## config.mk

```make
export PLATFORM = sky130hd
export DESIGN_NAME = spi_master_px
export DESIGN_NICKNAME = d
export VERILOG_FILES = /design/src/rtl/spi_master_px.sv
export SDC_FILE = /design/constraint.sdc
export NUM_CORES = 1
export LEC_CHECK = 0
export CORE_MARGIN = 1
export CORE_UTILIZATION = 30
export DETAILED_ROUTE_END_ITERATION = 8
export GPL_TIMING_DRIVEN = 1
export PLACE_DENSITY = 0.54
export RECOVER_POWER = 50
export SYNTH_ARGS = -nofsm -noshare
export SYNTH_HDL_FRONTEND = slang
export SYNTH_SLANG_ARGS = --single-unit
```

## constraint.sdc

```tcl
create_clock -name clk -period 2.6 [get_ports clk]
set_clock_uncertainty 0.2 [all_clocks]
set_input_delay 0.52 -clock clk [delete_from_list [all_inputs] [get_ports clk]]
set_output_delay 0.52 -clock clk [all_outputs]
set_load 0.1 [all_outputs]
```

## src/rtl/spi_master_px.sv

```systemverilog
`timescale 1ns/1ps
`default_nettype none
// +----------------------------------------------------------------------------+
// | spi_master_px                                                              |
// | SPI master for the ILI9341 display path: one DATA_W-bit word per           |
// | transaction, MSB first, any CPOL/CPHA, programmable SCLK divider, CS hold   |
// | across bursts. Optional receive path enabled by SPI_MASTER_PX_RX_EN.       |
// | Revision: 1.0                                                              |
// +----------------------------------------------------------------------------+
module spi_master_px #(
    parameter int DATA_W  = 8,
    parameter int CLK_DIV = 2,
    parameter bit CPOL    = 1'b0,
    parameter bit CPHA    = 1'b0
) (
    input  logic              clk,
    input  logic              rst,
    input  logic              i_send,
    input  logic [DATA_W-1:0] i_data_in,
    input  logic              i_dc_in,
    input  logic              i_keep_cs,
    output logic              o_ready,
    output logic              o_done,
    output logic              o_sclk,
    output logic              o_mosi,
    output logic              o_cs_n,
    output logic              o_dc
`ifdef SPI_MASTER_PX_RX_EN
    ,
    input  logic              i_miso,
    output logic [DATA_W-1:0] o_rx_data
`endif
);

    localparam int c_DIV_W  = (CLK_DIV > 1) ? $clog2(CLK_DIV) : 1;
    localparam int c_EDGE_W = $clog2(2*DATA_W+1);
    localparam logic [c_DIV_W-1:0]  c_DIV_LOAD  = c_DIV_W'(CLK_DIV-1);
    localparam logic [c_EDGE_W-1:0] c_LAST_EDGE = c_EDGE_W'(2*DATA_W);
    localparam logic [c_EDGE_W-1:0] c_ONE       = c_EDGE_W'(1);

    typedef enum logic [2:0] {
        S_IDLE  = 3'd0,
        S_SETUP = 3'd1,
        S_SHIFT = 3'd2,
        S_HOLD  = 3'd3,
        S_DONE  = 3'd4
    } state_t;

    state_t               r_state;
    logic [c_DIV_W-1:0]   r_div;
    logic [c_EDGE_W-1:0]  r_edge;
    logic [DATA_W-1:0]    r_shift;
    logic                 r_keep;
    logic                 r_sclk;
    logic                 r_cs_n;
    logic                 r_dc;
    logic                 r_done;

    logic                 w_div_tc;
    logic [c_EDGE_W-1:0]  w_edge_num;
    logic                 w_leading;
    logic                 w_shift_en;
    logic [DATA_W-1:0]    w_shift_next;

    assign w_div_tc     = (r_div == '0);
    assign w_edge_num   = r_edge + c_ONE;
    assign w_leading    = w_edge_num[0];
    assign w_shift_next = DATA_W'({r_shift, 1'b0});

    // Shift on the non-sampling edges, skipping the one that would precede
    // the first sample (CPHA=1) or follow the last one (CPHA=0).
    always_comb begin
        w_shift_en = 1'b0;
        if (CPHA) begin
            w_shift_en = w_leading && (w_edge_num > c_ONE);
        end else begin
            w_shift_en = !w_leading && (w_edge_num < c_LAST_EDGE);
        end
    end

    always_ff @(posedge clk or negedge rst) begin
        if (!rst) begin
            r_state <= S_IDLE;
            r_div   <= '0;
            r_edge  <= '0;
            r_shift <= '0;
            r_keep  <= 1'b0;
            r_sclk  <= CPOL;
            r_cs_n  <= 1'b1;
            r_dc    <= 1'b0;
            r_done  <= 1'b0;
        end else begin
            r_done <= 1'b0;
            case (r_state)
                S_IDLE: begin
                    if (i_send) begin
                        r_shift <= i_data_in;
                        r_dc    <= i_dc_in;
                        r_keep  <= i_keep_cs;
                        r_cs_n  <= 1'b0;
                        r_div   <= c_DIV_LOAD;
                        r_edge  <= '0;
                        r_state <= S_SETUP;
                    end
                end
                S_SETUP: begin
                    if (w_div_tc) begin
                        r_div   <= c_DIV_LOAD;
                        r_state <= S_SHIFT;
                    end else begin
                        r_div <= r_div - 1'b1;
                    end
                end
                S_SHIFT: begin
                    if (w_div_tc) begin
                        r_div  <= c_DIV_LOAD;
                        r_sclk <= ~r_sclk;
                        r_edge <= w_edge_num;
                        if (w_shift_en) begin
                            r_shift <= w_shift_next;
                        end
                        if (w_edge_num == c_LAST_EDGE) begin
                            r_state <= S_HOLD;
                        end
                    end else begin
                        r_div <= r_div - 1'b1;
                    end
                end
                S_HOLD: begin
                    if (w_div_tc) begin
                        r_done  <= 1'b1;
                        r_state <= S_DONE;
                    end else begin
                        r_div <= r_div - 1'b1;
                    end
                end
                S_DONE: begin
                    r_cs_n  <= ~r_keep;
                    r_state <= S_IDLE;
                end
                default: begin
                    r_state <= S_IDLE;
                end
            endcase
        end
    end

`ifdef SPI_MASTER_PX_RX_EN
    logic [DATA_W-1:0] r_rx;
    logic [DATA_W-1:0] r_rx_data;
    logic              w_sample;

    assign w_sample = CPHA ? !w_leading : w_leading;

    always_ff @(posedge clk or negedge rst) begin
        if (!rst) begin
            r_rx      <= '0;
            r_rx_data <= '0;
        end else begin
            if ((r_state == S_SHIFT) && w_div_tc && w_sample) begin
                r_rx <= DATA_W'({r_rx, i_miso});
            end
            if ((r_state == S_HOLD) && w_div_tc) begin
                r_rx_data <= r_rx;
            end
        end
    end

    assign o_rx_data = r_rx_data;
`endif

    assign o_ready = (r_state == S_IDLE);
    assign o_done  = r_done;
    assign o_sclk  = r_sclk;
    assign o_mosi  = r_shift[DATA_W-1];
    assign o_cs_n  = r_cs_n;
    assign o_dc    = r_dc;

endmodule
`default_nettype wire

```

### After elaboration in Yosys (flattened, before gate mapping)

Index checks and enable logic that the tools add are counted.

| cells by class | value |
|---|---|
| add/sub/neg operators | 2 |
| multipliers | 0 |
| div/mod/pow operators | 0 |
| $lt $le $gt $ge | 1 |
| eq/ne operators | 11 |
| shift operators | 0 |
| multiplexer cells | 21 |
| bitwise gates (word level) | 3 |
| reduce and logical (&&, ||, !) cells | 14 |

Operators with widths:

| kind | count |
|---|---|
| two-way mux 8 bit | 3 |
| one-hot mux 8 bit (2 select lines) | 1 |
| two-way mux 3 bit | 5 |
| inequality test 2 bit, second input constant | 6 |
| one-hot mux 3 bit (4 select lines) | 1 |
| two-way mux 5 bit | 2 |
| one-hot mux 5 bit (2 select lines) | 1 |
| AND reduction 2 bit | 4 |
| == test 3 x 2 -> 1 bit, second input constant | 2 |
| two-way mux 1 bit | 6 |
| adder 5 x 1 -> 5 bit, second input constant | 1 |
| == test 5 bit, second input constant | 1 |
| < comparator 5 bit, second input constant | 1 |
| AND reduction 5 bit | 1 |
| AND reduction 4 bit | 1 |
| nonzero test 2 bit | 2 |
| == test 3 x 1 -> 1 bit, second input constant | 1 |
| == test 3 bit, second input constant | 1 |
| logical NOT 3 bit | 1 |
| NOT 1 bit | 3 |
| one-hot mux 1 bit (3 select lines) | 1 |
| AND reduction 3 bit | 1 |
| nonzero test 3 bit | 1 |
| one-hot mux 1 bit (2 select lines) | 1 |
| 4 further kinds | 4 |

| word-level totals | value |
|---|---|
| register bits | 22 |
| bits in latches | 0 |
| memory bits (writable) | 0 |
| bits in read-only memories | 0 |
| bits of input ports | 13 |
| output and inout bits | 6 |
| memories kept | 0 |

### Logic depth before layout (Yosys ltp)

Gate-level depths: netlist of run 1.

| depth | value |
|---|---|
| depth in word-level cells | 6 |
| mapped depth | 5 |

### Worst setup path before layout of run 1

No wires, ideal clock.

| timing | value |
|---|---|
| path type | register to register |
| start | register r_state[1] |
| end | register r_dc (netlist: o_dc) |
| data arrival time | 3.247 ns |
| required time | 2.274 ns |
| path slack | -0.973 ns |
| cell stages (with the launch flop) | 5 |
| buffers on the path | 1 |
| path through | dfrtp_1 buf_4 nor3_1 nand2_1 mux2_2 |

| between the ends | value |
|---|---|
| cells in the longest elaborated chain, start to end | 2 |

Ends and longest elaborated chain:

| element | line | RTL |
|---|---|---|
| from (decl) | 49 | `state_t r_state;` |
| from (signal assigned) | 83 | `r_state <= S_IDLE;` |
| from (signal assigned) | 103 | `r_state <= S_SETUP;` |
| from (signal assigned) | 109 | `r_state <= S_SHIFT;` |
| logical NOT 3 bit | - |  |
| named net o_ready | 22 | `output logic o_ready,` |
| AND reduction 2 bit (no source line) | - |  |
| to (signal assigned) | 98 | `r_dc <= i_dc_in;` |
| to (decl) | 56 | `logic r_dc;` |

The timed path passes the listed nets, and every way through them passes these cells.
A chain may end at the register's enable or synchronous reset.

### Worst setup path in the final report of run 1

| timing | value |
|---|---|
| start | input i_send |
| end | register r_shift[0] |

| between the ends | value |
|---|---|
| cells in the longest elaborated chain, start to end | 2 |

Ends and longest elaborated chain:

| element | line | RTL |
|---|---|---|
| from (decl) | 18 | `input logic i_send,` |
| inequality test 2 bit (no source line) | - |  |
| AND reduction 4 bit (no source line) | - |  |
| to (signal assigned) | 97 | `r_shift <= i_data_in;` |
| to (signal assigned) | 120 | `r_shift <= w_shift_next;` |
| to (decl) | 52 | `logic [DATA_W-1:0] r_shift;` |

No other way between the ends.

==> results of run 1 <==
## worst max-delay path, delay by kind of cell
family / cells / cell delay [ps]
AND/OR/NAND/NOR: 2 / 650
AO/OA/AOI/OAI: 2 / 210
buffers and inverters: 2 / 760
## routing by layer
layer	global-route usage	wire (um)
met5	0	0
met4	0.05233	33
met3	0.03285	67
met2	0.1943	891
met1	0.1514	959
## state kept, by name, summed over array words and instances, names as in the netlist
signal   count
o_done       1
r_div        1
r_state      3
r_shift      8
o_sclk       1
r_keep       1
o_cs_n       1
o_dc         1
r_edge       5
## power by group
part | internal [mW] | leakage [nW] | switching [mW]
combinational | 0.387 | 0.259 | 0.608
clock | 0.206 | 0.0357 | 0.111
sequential | 0.504 | 0.272 | 0.157
total | 1.10 | 0.567 | 0.876
## layout make-up
| type | count | area (um^2) |
|---|---|---|
| repair buffers | 20 | 188.9 |
| clock buffers | 3 | 41.29 |
| flip-flops and latches | 22 | 551.8 |
| clock inverters | 1 | 30.03 |
| inverters | 3 | 11.26 |
| fillers | 348 | 2031 |
| multi-input cells | 70 | 530.5 |
| well taps | 46 | 57.56 |
## kinds of logic after synthesis
kind of cell	count (synthesis)
muxes	16
AOI/OAI and AO/OA	16
DFF	22
xor gates and xnor gates	4
and+or+nand+nor	33
adders and majority gates	1
buffers and inverters	6
## synth_stat cells (2+ instances only)
master	n
a211oi_1	2
buf_2	2
dfrtp_1	21
inv_1	3
mux2_2	16
nand2_1	8
nand3_1	2
nor2_1	7
nor2b_1	5
nor3_1	3
o21ai_0	9
xnor2_1	3
## final timing paths
check	to	slack [ps]	cells after the start
max	r_shift[0]$_DFFE_PN0P_	440	6
min reg2reg	o_sclk$_DFFE_PN0P_	270	1
max in group asynchronous	o_done$_DFF_PN0_	640	2
min in group asynchronous	o_dc$_DFFE_PN0P_	830	2
min	o_sclk$_DFFE_PN0P_	270	1
max reg2reg	r_shift[6]$_DFFE_PN0P_	470	5
## metrics by stage
step | setup slack, ps | cells
finish | 441.5 | 165
global route | 312.7 | 165
floorplan | 2.526 | 98
CTS | 446.3 | 165
global placement | 245.1 | 161
detailed placement | 216.3 | 161
==> flow_summary.yaml, run 1 <==
flow_run:
  cap_violations: 0
synth:
  ys.flop_type: "dfrtp_1"
  ys_seq_area_frac: 0.4989
  muxShareOfSynthArea: 0.1629
  synth_xor_area_frac: 0.03167
  synth_top_area_frac: 0.4751
  synth-simple-area-share: 0.1663
  syn_area_mm2: 0.001106
  synth_top_family_by_area: "simple AND/OR/NAND/NOR gates"
  syn_nets: 112
  synth_cells: 98
  syn_avg_cell_area_um2: 11.29
  synthArstFlopShare: 1.000
  synth_compound_area_frac: 0.1029
  synth_area_leader_cell: "dfrtp_1"
  synth_edf_count: 0
  synthDistinctLibCells: 29
  ys_ff_latch: 22
  synthTopCellsByArea: "dfrtp_1 48%, mux2_2 16%, o21ai_0 4.1%, nor2b_1 2.8%, nand2_1 2.7%"
  yosysWarnings: 0
  synth_adder_area_share: 0.01131
die:
  ios: 19
  placementRows: 21
  die_height_um: 62.72
  start_util: 0.3213
  die_x_um: 62.72
  core_area_mm2: 0.003442
  die_area_mm2: 0.003934
global_route:
  grt_antenna_before_repair: 0
  grt_pass1_wl_um: 3726
  grt_max_degree: 23
  grt_overflow: 0
  grt_pass1_vias: 821
  gr-usage-all-layers: 0.1209
sta:
  setup-violations-final: 0
  worst-slew-pin-transition_ps: 1229
  period_minus_slack_ps: 2158
  rsz0062_at_grt: "false"
  setup_tns_ps: 0
  hold_viol_final: 0
  hold_ws_ps: 273.6
  fin_crit_sh: 0.8302
  relSlewSlack: 0.1806
  fmax_mhz: 463.3
  drv_slew: 0
routing:
  dr.pass1.iters: 3
  vias: 756
  drt_wl_total_um: 1951
  drt-initial-drc-count: 8
  remaining_drc_errors: 0
  avgRoutedWirePerCell_um: 11.82
  vias_per_cell: 4.582
  ant_nets: 0
final_layout:
  layout-drive-gt1-share: 0.3109
  antenna_cells: 0
  utilization: 0.4100
  syn2layout_area_growth_pct: 27.60
  layout_common_cells: "21 x dfrtp_1, 16 x mux2_2, 10 x clkdlybuf4s50_1"
  layout_commonest_cell: "dfrtp_1"
  nets: 134
  fin_area_mm2: 0.001411
setup_path:
  cpMaxStageDelayCell: "dlygate4sd3_1"
  cpPeakStageDelay_ps: 590
  cp-start-kind: "input pin"
  r2r_start: "r_edge[0]$_DFFE_PN0P_"
  cp_data_required_time_ps: 2580
  startpoint: "i_send"
  critical_path_class: "in -> reg"
  end_kind: "flop"
  worstPathArrival_ps: 2140
  crit_chain: "dlygate4sd3_1 -> nor2b_1 -> o21ai_2 -> buf_4 -> or3b_2 -> o21ai_0"
  cp_max_fo: 8
worst_hold_path:
  min-delay-start: "o_sclk$_DFFE_PN0P_"
  hold_class: "reg -> reg"
clock_tree:
  numCtsBuffers: 3
  clock-root-buffer: "clkbuf_8"
  cts_buffer_depth: 2
  post_cts_buffers: 0
  cts_tree: "yes"
  holdBufCountCts: 0
  htreeDepth: 1
  worstSkewPairLatency_ps: 270
  cts-resized-gates: 0
  path_clk_slew_ps: 80
  numClockSinks: 22
power:
  power_mw: 1.974
  powerDensity_mw_per_mm2: 1398
  ir_worst_vdd_mv: 0.7370
  p_leak_nw: 0.5671
place:
  placed_area_mm2: 0.001344
  port_buffers: 18
  hpwl_um: 1431
  gp_congestion: 0.7301
outcome:
  status: "complete, no violations"
Power figures use the tool's default switching activity.
==> run 2, diff against run 1 <==
- PLACE_DENSITY: 0.54 -> 0.56
- clock period: 2.6 -> 1.85 ns (I/O delays scaled with it)
==> flow_summary.yaml, run 2 (synthesis gave the netlist of run 1 again) <==
final_layout:
  layout-drive-gt1-share: 0.4370
  layout_common_cells: "19 x dfrtp_1, 13 x buf_4, 11 x clkdlybuf4s50_1"
  antenna_cells: 0
  regMostFlops: "r_shift"
  largest_reg_flops: 8
  fin_area_mm2: 0.001654
  stdcell_count: 181
  reg_top3: "r_shift: 8 flops, r_edge: 5 flops, r_state: 3 flops"
  nets: 150
  layout_commonest_cell: "dfrtp_1"
  syn2layout_area_growth_pct: 49.55
sta:
  hold_viol_final: 0
  worst-slew-pin-transition_ps: 566.0
  fmax_mhz: 549.3
  setup-violations-final: 0
  period_minus_slack_ps: 1820
  drv_slew: 0
  setup_tns_ps: 0
  fin_crit_sh: 0.9840
  rsz0062_at_grt: "true"
  relSlewSlack: 0.6227
setup_path:
  cpPeakStageDelay_ps: 420
  cpMaxStageDelayCell: "dfrtp_2"
  end_kind: "primary output"
  rrSetupSlack_ps: 50
  cp_max_fo: 4
  crit_family: "flip-flops"
  critical_path_class: "reg -> out"
  cp-start-kind: "flop"
  r2r_end: "r_shift[7]$_DFFE_PN0P_"
  r2r_start: "r_edge[1]$_DFFE_PN0P_"
  crit_chain: "buf_6 -> nor3_4 -> buf_12"
  rr_worst_depth: 6
  path_buf_inv: 2
  cp_data_required_time_ps: 1280
  worstPathArrival_ps: 1250
clock_tree:
  holdBufCountCts: 0
  clock-root-buffer: "clkbuf_8"
  htreeDepth: 1
  path_clk_slew_ps: 80
  cts_buffer_depth: 2
  cts_tree: "yes"
  numCtsBuffers: 3
  numClockSinks: 22
  worstSkewPairLatency_ps: 260
power:
  p_leak_nw: 0.6911
  power_mw: 3.266
  powerDensity_mw_per_mm2: 1974
  ir_worst_vdd_mv: 1.068
die:
  die_area_mm2: 0.003934
  die_height_um: 62.72
  placementRows: 21
  die_x_um: 62.72
  ios: 19
  start_util: 0.3213
  core_area_mm2: 0.003442
place:
  placed_area_mm2: 0.001572
  gp_congestion: 0.7048
  hpwl_um: 1619
  port_buffers: 18
  dp.cells: 175
global_route:
  grt_pass1_wl_um: 3877
  grt_max_degree: 23
  grt_overflow: 0
  gr-usage-all-layers: 0.1288
  grt_antenna_before_repair: 0
  grt_pass1_vias: 844
worst_hold_path:
  worstHoldPathCells: 1
  min-delay-start: "r_shift[6]$_DFFE_PN0P_"
  min_to: "r_shift[6]$_DFFE_PN0P_"
  hold_class: "reg -> reg"
routing:
  drt_wl_total_um: 2184
  vias: 826
  dr.pass1.iters: 3
  ant_nets: 0
  drt-initial-drc-count: 28
  vias_per_cell: 4.564
  remaining_drc_errors: 0
  avgRoutedWirePerCell_um: 12.07
outcome:
  status: "complete, no violations"
flow_run:
  cap_violations: 0
[run 2: cell types whose count changed in the layout (fill, tap and decap cells not counted), sizes merged]
cell | before | now
buf | 7 | 23
bufinv | 1 | 0
clkbuf | 4 | 5
clkdlybuf4s50 | 10 | 11
dlygate4sd3 | 2 | 1
[run 2: worst register-to-register path, stage by stage, from the launching register on]
cell	delay, ps
dfrtp_1	360
ha_2	190
nand3_2	90
or2_4	250
a31oi_4	160
buf_12	150
mux2_4	300
[run 2: worst max path at each step]
stage	startpoint	endpoint	slack (ps)	cells past startpoint
3_3_place_gp	i_send	r_shift[4]$_DFFE_PN0P_	-260	6
3_5_place_dp	i_send	r_shift[7]$_DFFE_PN0P_	-280	6
4_1_cts	i_send	r_shift[7]$_DFFE_PN0P_	2	6
6_report	r_state[1]$_DFFE_PN0P_	o_ready	30	3
2_1_floorplan	r_state[2]$_DFFE_PN0P_	o_dc$_DFFE_PN0P_	-250	4
5_1_grt	r_state[1]$_DFFE_PN0P_	o_ready	-30	3
[run 2: metal layers]
layer / share of wire / global-route usage / vias to the layer above
met5: 0 / 0 / -
met4: 0.023 / 0.08430 / 0
met3: 0.025 / 0.02555 / 4
met2: 0.47 / 0.1848 / 13
met1: 0.48 / 0.1747 / 388
li1: - / - / 421
[run 2: final cells by class]
| class | instances | area, um^2 |
|---|---|---|
| Clock buffer | 4 | 55.05 |
| Fill cell | 318 | 1788 |
| Inverter | 3 | 11.26 |
| Multi-Input combinational cell | 70 | 570.5 |
| Sequential cell | 22 | 554.3 |
| Tap cell | 46 | 57.56 |
| Timing Repair Buffer | 36 | 405.4 |
[run 2: stage by stage]
step	utilization	setup WS, ps	hold WS, ps
finish	0.4806	29.61	316.2
global route	0.4806	-27.19	333.9
CTS	0.4784	2.436	254.4
detailed placement	0.4566	-275.7	288.0
global placement	0.4566	-263.5	290.5
floorplan	-	-253.5	-125.6
[run 2: repair_timing]
item / in CTS / in global routing
endpoints found under the hold margin: 0 / 0
pin swaps: 1 / 0
endpoints found under the setup margin: 1 / 9
gates resized for setup: 2 / 4
buffers inserted: 2 / 0
[run 2: power by group]
part / total [mW] / internal (mW) / switching, mW / leakage (nW)
Sequential: 0.891 / 0.715 / 0.176 / 0.270
Combinational: 2.02 / 0.995 / 1.03 / 0.392
Clock: 0.350 / 0.190 / 0.160 / 0.0288
Total: 3.27 / 1.90 / 1.37 / 0.691
